File: config.mk
export PLATFORM = sky130hd
export DESIGN_NAME = speck_inv_round
export DESIGN_NICKNAME = d
export VERILOG_FILES = /design/src/rtl/speck_inv_round.sv
export SDC_FILE = /design/constraint.sdc
export NUM_CORES = 1
export LEC_CHECK = 0
export ABC_AREA = 1
export CORE_AREA = 2 2 97 99
export DETAILED_ROUTE_END_ITERATION = 7
export DIE_AREA = 0 0 99 101
export PLACE_DENSITY_LB_ADDON = 0.2
export SLEW_MARGIN = 15
export SYNTH_ARGS = -nofsm -noshare
export SYNTH_HDL_FRONTEND = slang
export SYNTH_SLANG_ARGS = --single-unit
File: constraint.sdc
create_clock -name clk -period 1.3 [get_ports clk]
set_input_delay 0.13 -clock clk [delete_from_list [all_inputs] [get_ports clk]]
set_output_delay 0.13 -clock clk [all_outputs]
set_load 0.05 [all_outputs]
File: src/rtl/speck_inv_round.sv
// speck_inv_round: one SPECK inverse round, subtraction done bit-serially.
//
// Accepts (x_in, y_in, k_in) in IDLE. It then computes
//   y_out = ror(x_in ^ y_in, BETA)
//   x_out = rol(((x_in ^ k_in) - y_out) mod 2^WORD, ALPHA)
// The subtraction runs one bit per cycle, LSB first, as a + ~b + 1. It uses a
// majority/inverter full-adder cell.
//
// Handshakes: a transfer happens on a rising edge where valid && ready are
// both high. in_ready is high only in IDLE. out_valid is high only in DONE,
// and x_out/y_out/out_valid hold stable in DONE until the transfer.
//
// Ports
//   clk, rst_n          clock, asynchronous active-low reset
//   in_valid/in_ready   input handshake for x_in, y_in, k_in (WORD bits each)
//   out_valid/out_ready output handshake for x_out, y_out (WORD bits each)
//   busy                high while a round is in SUB or DONE
module speck_inv_round #(
  parameter int WORD  = 16,
  parameter int ALPHA = 7,
  parameter int BETA  = 2
) (
  input  logic            clk,
  input  logic            rst_n,
  input  logic            in_valid,
  output logic            in_ready,
  input  logic [WORD-1:0] x_in,
  input  logic [WORD-1:0] y_in,
  input  logic [WORD-1:0] k_in,
  output logic            out_valid,
  input  logic            out_ready,
  output logic [WORD-1:0] x_out,
  output logic [WORD-1:0] y_out,
  output logic            busy
);

  localparam int CW = (WORD > 1) ? $clog2(WORD) : 1;
  localparam int AR = ALPHA % WORD;
  localparam int BR = BETA % WORD;

  typedef enum logic [1:0] {
    IDLE = 2'd0,
    SUB  = 2'd1,
    DONE = 2'd2
  } state_t;

  state_t state, state_next;

  logic [WORD-1:0] a_q;     // minuend, shifted right one bit per SUB cycle
  logic [WORD-1:0] b_q;     // subtrahend, shifted right alongside a_q
  logic [WORD-2:0] diff_q;  // difference bits collected so far, MSB-inserted
  logic [CW-1:0]   cnt_q;
  logic            carry_q;

  function automatic logic maj(input logic p, input logic q, input logic r);
    return (p & q) | (p & r) | (q & r);
  endfunction

  function automatic logic [WORD-1:0] rol_f(input logic [WORD-1:0] v, input int n);
    return (v << n) | (v >> (WORD - n));
  endfunction

  function automatic logic [WORD-1:0] ror_f(input logic [WORD-1:0] v, input int n);
    return (v >> n) | (v << (WORD - n));
  endfunction

  // Full-adder cell on a[i], ~b[i] and the carry, built only from majority
  // gates and inverters. sum = maj(~cout, maj(a, nb, ~c), c).
  logic            bit_a, bit_nb, bit_c, bit_cout, bit_sum, last_bit;
  logic [WORD-1:0] diff_full;

  always_comb begin
    bit_a     = a_q[0];
    bit_nb    = ~b_q[0];
    bit_c     = carry_q;
    bit_cout  = maj(bit_a, bit_nb, bit_c);
    bit_sum   = maj(~bit_cout, maj(bit_a, bit_nb, ~bit_c), bit_c);
    last_bit  = (cnt_q == CW'(WORD - 1));
    diff_full = {bit_sum, diff_q};
  end

  // State register.
  always_ff @(posedge clk or negedge rst_n) begin
    if (!rst_n) state <= IDLE;
    else        state <= state_next;
  end

  // Next state and handshake outputs.
  always_comb begin
    state_next = state;
    in_ready   = 1'b0;
    out_valid  = 1'b0;
    busy       = 1'b1;
    case (state)
      IDLE: begin
        in_ready = 1'b1;
        busy     = 1'b0;
        if (in_valid) state_next = SUB;
      end
      SUB: begin
        if (last_bit) state_next = DONE;
      end
      DONE: begin
        out_valid = 1'b1;
        if (out_ready) state_next = IDLE;
      end
      default: begin
        state_next = IDLE;
      end
    endcase
  end

  // Datapath. The final carry out of bit WORD-1 is simply dropped, so the
  // difference wraps modulo 2^WORD.
  always_ff @(posedge clk or negedge rst_n) begin
    if (!rst_n) begin
      a_q     <= '0;
      b_q     <= '0;
      diff_q  <= '0;
      cnt_q   <= '0;
      carry_q <= 1'b1;
      x_out   <= '0;
      y_out   <= '0;
    end else begin
      case (state)
        IDLE: begin
          if (in_valid) begin
            a_q     <= x_in ^ k_in;
            b_q     <= ror_f(x_in ^ y_in, BR);
            y_out   <= ror_f(x_in ^ y_in, BR);
            cnt_q   <= '0;
            carry_q <= 1'b1;
          end
        end
        SUB: begin
          a_q     <= a_q >> 1;
          b_q     <= b_q >> 1;
          diff_q  <= diff_full[WORD-1:1];
          carry_q <= bit_cout;
          cnt_q   <= cnt_q + CW'(1);
          if (last_bit) x_out <= rol_f(diff_full, AR);
        end
        default: begin
        end
      endcase
    end
  end

endmodule
# Word level (Yosys, flattened, before mapping)
# Index checks and enable logic that the tools add are counted.
# word_totals
reg_bits	86
latchBits	0
ram_bits	0
romBits	0
in_bits	52
wordCells	57
mem_count	0
# op_classes
addsub	1
mul	0
div	0
n_lt_le_gt_ge	0
n_eq_ne	6
n_shift	0
n_mux	15
n_bitwise	21
reduce_logical	6
# op_table
cell	n
16-bit case mux with 2 select lines	2
16-bit 2-to-1 mux	2
16-bit XOR	2
14-bit by 16-bit bitwise OR with 16-bit output	1
16-bit by 7-bit bitwise OR with 16-bit output	1
1-bit bitwise AND	8
4-bit case mux with 2 select lines	1
2-bit 2-to-1 mux	3
2-bit inequality test, second input constant	3
1-bit bitwise OR	6
2-bit case mux with 3 select lines	1
2-bit AND reduction	3
4-bit by 1-bit adder with 4-bit output, second input constant	1
4-bit equality test, second input constant	1
1-bit 2-to-1 mux	4
4-bit 2-to-1 mux	1
1-bit inverter	3
3-bit AND reduction	1
2-bit by 1-bit equality test with 1-bit output, second input constant	1
2-bit equality test, second input constant	1
2-bit zero test	1
1-bit case mux with 2 select lines	1
2-bit nonzero test	1

# Logic depth before layout (Yosys ltp)
# Gate-level depths: netlist (run 1).
# depth
ltp_word	9
ltp_mapped	7

# Worst setup path before layout (run 1)
# Ideal clock, no wire load.
# synth_path
kind	flip-flop to flip-flop
start	reg state[0]
end	reg b_q[10]
setup_time_ns	0.068
t_arrival_ns	1.528
required_time_ns	1.232
setup_slack_ns	-0.297
path_stages_with_launch	7
period_less_slack_ns	1.597
cell_sequence	dfrtp_1 -> nor2_2 -> nand2_2 -> inv_2 -> buf_2 -> nand2_1 -> nand3_1
# synth_via
elab_chain_cells	3
# synth_lines
item	line	text
start: declaration	47	state_t state, state_next;
start signal: assignment	85	else state <= state_next;
2-bit by 1-bit equality test with 1-bit output or 2-bit zero test (tied branches)	125	case (state)
2-bit nonzero test (no source line) or 2-bit inequality test (tied branches)	n/a	
2-bit AND reduction (no source line)	n/a	
end signal: assignment	129	b_q <= ror_f(x_in ^ y_in, BR);
end signal: assignment	137	b_q <= b_q >> 1;
end: declaration	50	logic [WORD-1:0] b_q;
# Parallel ways exist; a longest one is shown, timed or not.
# A chain may end at the register's enable or synchronous reset.

# Worst setup path in the final report (run 1)
# layout_path
start	reg state[1]
end	out out_valid
# layout_via
elab_chain_cells	2
# layout_lines
item	line	text
2-bit equality test	94	case (state)
1-bit 2-to-1 mux	94	
end: declaration	30	output logic out_valid,
# Every way passes these cells.

==> flow_summary.ini, run 1 <==
[timing]
timing.final.hold_violations = 0
timing.final.crit_period_ns = 1.328
slew_viol_final = 0
fmaxAchievable_mhz = 753.0
rsz0062_at_grt = yes
min_period_over_period_pct = 102.2
relSlewSlack_pct = 70.42
final.setup.tns_ns = -0.06357
setup-violations-final = 4
final.setup.worst_slack_ns = -0.02806
finClkSkew_ns = 0.01212
worst_pin_slew_ns = 0.4437

[placed_design]
post-place-ws_ns = -0.04016
place.gp.congestion = 0.8033
place.detailed.hpwl_mm = 6.388
postPlaceCellArea_sq_um = 5391
port_buffers = 86

[final_layout]
fill_cells = 736
nets = 683
antennaDiodeCount = 0
finalInstanceArea_sq_um = 5842
layout-drive-gt1-share_pct = 15.32
flow.area_growth_from_synthesis_pct = 45.91

[critical_path]
worstPathArrival_ns = 1.20
critical_path.slowest_cell = sky130_fd_sc_hd__dfrtp_2
crit_type = register to output port
cp-start-kind = register
worst_ep_required_time_ns = 1.17
critical-path-max-stage-delay_ns = 0.42
crit_buf_inv = 3
cp_top_family = flip-flops
timing.critical_path.to_type = output port
crit_fanout = 3
cp_cell_sequence = inv_2 -> buf_6 -> nor2_4 -> buf_12

[synthesis]
synth_top_family_by_area = simple AND/OR/NAND/NOR gates
ys_types = 23
post_synth_xor_area_fraction_pct = 0.6562
mappedNetlistNets = 575
synthAdderAreaFrac_pct = 1.313
synth.avg_cell_area_sq_um = 7.700
number_of_register_bits_inferred_by_synthesis = 86
portion_of_the_post_synthesis_area_used_by_sequential_elements_pct = 53.78
yosys_warnings = 0
synth-compound-area-share_pct = 2.969
muxShareOfSynthArea_pct = 0
synth_area_sq_um = 4004
syn_inst = 520
synth-simple-area-share_pct = 32.69

[global_routing]
antenna_violations_before_repair = 0
largest_net_degree_at_the_start_of_global_routing = 38
grtUsageTotal_pct = 19.04
grt_pass1_wl_mm = 15.26
grt_pass1_vias = 3446
grt_remaining_overflow = 0

[clock_tree]
clock_latency_ns = 0.36
cts.reportedPaths.clkPinSlew_ns = 0.10
cts-root-to-sink-buffers = 2
cts_tree = yes
numClockSinks = 86
clock_tree.root_cell = sky130_fd_sc_hd__clkbuf_8
cts_htree_levels = 3
cts_made_buffers = 9

[run]
maxCapViolCount = 0

[die]
initial_utilization_pct = 44.60
placementRows = 35
core_area_sq_um = 8977
die_width_um = 99
chipHeight_um = 101
dieArea_sq_um = 9999
ioPinCount = 87

[hold_path]
classification_of_the_worst_slack_hold_path = primary input to asynchronous set/reset pin

[routing]
drcViolationCount = 0
drt-vias-per-instance = 4.747
detailedRoute.firstIterationViolations = 134
wire_per_inst_um = 12.92
detailroute.via_count = 3532
drt_pre_antenna_iters = 4
route.antenna.remaining_nets = 0
wl_mm = 9.614

[outcome]
status = finished with violations
violations = negative setup slack

[pwr]
pwr_density_cell_nw_per_um2 = 2361
irDropWorstVdd_mv = 1.047
leakage_nw = 3.108
-- cell type report --
class	count	area (sq um)	share of cell area [%]
Inverter	60	232.7	3.984
Clock buffer	9	123.9	2.120
Timing Repair Buffer	111	1504	25.74
Clock inverter	7	102.6	1.756
Multi-Input combinational cell	360	1584	27.12
Sequential cell	86	2156	36.90
Tap cell	111	138.9	2.377
-- per-layer routing --
metal / routed length (um) / global-route usage [%]
met1: 4136 / 23.19
met2: 4927 / 34.04
met3: 412 / 3.259
met4: 137 / 6.849
met5: 0 / 0
-- cells in the final DEF (no fill, tap or decap), drive strengths merged --
cell	synthesis	final
nand4	1	1
clkinvlp	0	1
a21boi	1	1
buf	15	57
xnor2	2	2
o21ai	20	20
fa	2	2
bufinv	0	2
clkinv	0	1
o31ai	1	1
clkbuf	1	12
dlygate4sd3	0	1
dfrtp	85	85
clkdlybuf4s50	0	50
nand2	288	289
nor2	8	9
xor2	1	1
ha	1	1
nand3	33	33
dfstp	1	1
inv	60	63
-- power breakdown --
group          total, W  switching, W  internal (W)
Sequential      0.00482      0.000993       0.00383
Combinational   0.00684       0.00365       0.00319
Clock           0.00213       0.00102       0.00111
Total            0.0138       0.00567       0.00812
-- state kept, by name, indices dropped and copies added (netlist names) --
signal	cells
a_q	16
x_out	16
bit_c	1
state	2
b_q	16
diff_q	15
cnt_q	4
y_out	16
-- metrics by stage --
step	hold WS, ns	utilization (%)	instances	total power (W)
floorplan	-0.1656	-	520	0.008174
global placement	0.09735	60.06	714	0.01099
detailed placement	0.1079	60.06	714	0.01118
CTS	0.2513	63.21	733	0.01337
global route	0.2748	65.07	744	0.01457
finish	0.2520	65.07	744	0.01379
-- worst register-to-register path, cell delays in order, from the launching register on --
cell,delay [ns]
sky130_fd_sc_hd__dfstp_2,0.53
sky130_fd_sc_hd__inv_2,0.05
sky130_fd_sc_hd__fa_1,0.49
sky130_fd_sc_hd__inv_1,0.04
sky130_fd_sc_hd__nand2_1,0.05
sky130_fd_sc_hd__nand2_1,0.05
-- path summary, 6_finish.rpt --
path / end / slack (ns) / cells past startpoint / from
setup / recovery: out_valid / -0.03 / 4 / state[1]
hold / removal: a_q[2] / 0.25 / 2 / rst_n
setup reg to reg: x_out[6] / 0 / 5 / bit_c
hold reg to reg: x_out[12] / 0.48 / 2 / diff_q[5]
max in group asynchronous: b_q[15] / 0.47 / 3 / rst_n
min in group clk: state[1] / 0.36 / 2 / out_ready
-- cells in the mapped netlist --
cell | number | area share (%)
sky130_fd_sc_hd__a21boi_0 | 1 | 0.19
sky130_fd_sc_hd__buf_2 | 8 | 1.0
sky130_fd_sc_hd__buf_4 | 1 | 0.19
sky130_fd_sc_hd__buf_6 | 6 | 1.7
sky130_fd_sc_hd__clkbuf_1 | 1 | 0.094
sky130_fd_sc_hd__dfrtp_1 | 85 | 53
sky130_fd_sc_hd__dfstp_2 | 1 | 0.66
sky130_fd_sc_hd__fa_1 | 2 | 1.0
sky130_fd_sc_hd__ha_1 | 1 | 0.31
sky130_fd_sc_hd__inv_1 | 58 | 5.4
sky130_fd_sc_hd__inv_2 | 2 | 0.19
sky130_fd_sc_hd__nand2_1 | 286 | 27
sky130_fd_sc_hd__nand2_2 | 2 | 0.31
sky130_fd_sc_hd__nand3_1 | 33 | 4.1
sky130_fd_sc_hd__nand4_1 | 1 | 0.16
sky130_fd_sc_hd__nor2_1 | 5 | 0.47
sky130_fd_sc_hd__nor2_2 | 2 | 0.31
sky130_fd_sc_hd__nor2_8 | 1 | 0.50
sky130_fd_sc_hd__o21ai_0 | 19 | 2.4
sky130_fd_sc_hd__o21ai_2 | 1 | 0.22
sky130_fd_sc_hd__o31ai_1 | 1 | 0.19
sky130_fd_sc_hd__xnor2_1 | 2 | 0.44
sky130_fd_sc_hd__xor2_1 | 1 | 0.22
-- kinds of logic after synthesis --
family / count (synthesis)
AO/OA/AOI/OAI: 22
XOR/XNOR: 3
adder cells (fa/ha/maj): 3
buffers and inverters: 76
flip-flops: 86
AND/OR/NAND/NOR: 330
-- what timing repair did --
action	in CTS	in global routing
setup endpoints to repair	20	74
buffers inserted	3	6
cloned	0	5
resized for setup	11	10
hold buffers	1	0
hold endpoints to repair	28	0
pin swaps	2	15
(Power assumes the default switching activity.)
==> inputs of run 2 (changes only) <==
Settings changed: PLACE_DENSITY set to 0.86, PLACE_DENSITY_LB_ADDON 0.2 to unset.
==> flow_summary.ini, run 2 (synthesized netlist as in run 1, its figures left out) <==
[outcome]
status = finished with violations
violations = negative setup slack

[die]
chipHeight_um = 101
dieArea_sq_um = 9999
ioPinCount = 87
die_width_um = 99
initial_utilization_pct = 44.60
placementRows = 35
core_area_sq_um = 8977

[routing]
drt-vias-per-instance = 4.760
detailedRoute.firstIterationViolations = 155
detailroute.via_count = 3489
drt_pre_antenna_iters = 6
wl_mm = 9.030
drcViolationCount = 0
route.antenna.remaining_nets = 0
wire_per_inst_um = 12.32

[critical_path]
crit_fanout = 3
worstPathArrival_ns = 1.20
crit_type = register to output port
worst_ep_required_time_ns = 1.17
critical-path-max-stage-delay_ns = 0.42
critical_path.slowest_cell = sky130_fd_sc_hd__dfrtp_2
timing.critical_path.to_type = output port
r2r_setup_slack_ns = -0.01
cp-start-kind = register
cp_cell_sequence = buf_4 -> nor2_4 -> buf_12

[pwr]
power.share.sequential_pct = 37.6
irDropWorstVdd_mv = 1.280
switching_power_w = 0.005406
power.switching_fraction_pct = 41.85
pwr_density_cell_nw_per_um2 = 2286
clock_power_share_pct = 12.1
combinational_group_share_of_total_power_pct = 50.3
leakage_nw = 3.028
fin_total_pwr_w = 0.01292
internal_power_w = 0.007512

[clock_tree]
cts_made_buffers = 9
cts-root-to-sink-buffers = 2
numClockSinks = 86
cts_tree = yes
cts_htree_levels = 3
clock_tree.root_cell = sky130_fd_sc_hd__clkbuf_8
cts.reportedPaths.clkPinSlew_ns = 0.08
clock_latency_ns = 0.34

[final_layout]
nets = 674
fill_cells = 710
final_cell_mix = sky130_fd_sc_hd__nand2_1 (285), sky130_fd_sc_hd__dfrtp_1 (83), sky130_fd_sc_hd__inv_1 (57)
commonest_non_fill_non_tap_cell_in_the_layout = sky130_fd_sc_hd__nand2_1
flow.area_growth_from_synthesis_pct = 41.16
layout-drive-gt1-share_pct = 13.18
antennaDiodeCount = 0

[global_routing]
grt_pass1_vias = 3541
grt_pass1_wl_mm = 15.25
largest_net_degree_at_the_start_of_global_routing = 38
grtUsageTotal_pct = 18.92
grt_use_met2_pct = 34.82
top_usage_layer = met2
global_route.usage.met3_pct = 3.745
grt_remaining_overflow = 0
use_met1_pct = 21.96
antenna_violations_before_repair = 0

[timing]
worst_pin_slew_ns = 0.3694
fmaxAchievable_mhz = 753.2
rsz0062_at_grt = yes
timing.final.crit_period_ns = 1.328
min_period_over_period_pct = 102.1
finalHoldWorstSlack_ns = 0.2232
finClkSkew_ns = 0.006515
slew_viol_final = 0
setup-violations-final = 4
final.setup.worst_slack_ns = -0.02760
relSlewSlack_pct = 75.31
timing.final.hold_violations = 0

[placed_design]
port_buffers = 86
place.detailed.hpwl_mm = 6.660
place.gp.congestion = 0.8264

[hold_path]
classification_of_the_worst_slack_hold_path = primary input to asynchronous set/reset pin

[run]
maxCapViolCount = 0
-- run 2: layout make-up --
class | count | area [sq um] | share of cell area (%)
Clock inverter | 2 | 10.01 | 0.1771
Sequential cell | 86 | 2156 | 38.14
Tap cell | 111 | 138.9 | 2.457
Timing Repair Buffer | 103 | 1400 | 24.77
Multi-Input combinational cell | 359 | 1564 | 27.67
Inverter | 60 | 237.7 | 4.206
Clock buffer | 12 | 145.1 | 2.568
-- run 2: metal layers --
metal,share of wire (%),wire length [um]
met5,0,0
met4,1.7,151
met3,4.6,417
met2,53,4773
met1,41,3688
-- run 2: worst paths after layout --
| kind | start | depth (start not counted) | endpoint |
|---|---|---|---|
| worst max register to register | bit_c | 5 | x_out[6] |
| worst min-delay path | rst_n | 2 | x_out[11] |
| worst min register to register | diff_q[9] | 2 | x_out[0] |
| worst max-delay path | state[1] | 3 | in_ready |
| max in group asynchronous | rst_n | 3 | bit_c |
| min in group clk | out_ready | 2 | state[1] |
-- run 2: repair_timing --
item	CTS	global route
setup buffers	2	2
setup endpoints to repair	7	65
gates cloned	0	1
gates resized for setup	7	10
hold endpoints to repair	38	0
hold buffers	1	0
pin swaps	0	1
-- run 2: power groups by stage --
stage                     sequential [W]  combinational, W  clock (W)
after detailed placement         0.00485           0.00637          0
after global routing             0.00499           0.00701    0.00170
after global placement           0.00480           0.00615          0
final                            0.00485           0.00650    0.00157
after CTS                        0.00483           0.00642    0.00160
after floorplan                  0.00592           0.00226          0
-- run 2: through the flow --
stage | utilization, % | setup TNS, ns | area [sq um] | std cells | worst slack, ns
after floorplan | - | -0.1272 | 4048 | 520 | -0.008522
after global placement | 60.11 | -0.0006140 | 5396 | 713 | -0.0006140
after detailed placement | 60.11 | -0.2541 | 5396 | 713 | -0.05228
after CTS | 62.31 | -0.03593 | 5594 | 730 | -0.02245
after global routing | 62.95 | -0.8062 | 5652 | 733 | -0.07614
final | 62.95 | -0.05767 | 5652 | 733 | -0.02760
-- run 2: critical path: cells and delay by family, from the launching register on --
kind / cells / cell delay (ns)
flops: 1 / 0.42
buf+inv: 2 / 0.30
simple gates: 1 / 0.14
==> inputs of run 3 (changes only) <==
Settings changed: SLEW_MARGIN 15 to unset.
==> results of run 3 <==
The final DEF is identical to that of run 2; final timing and power are the same.
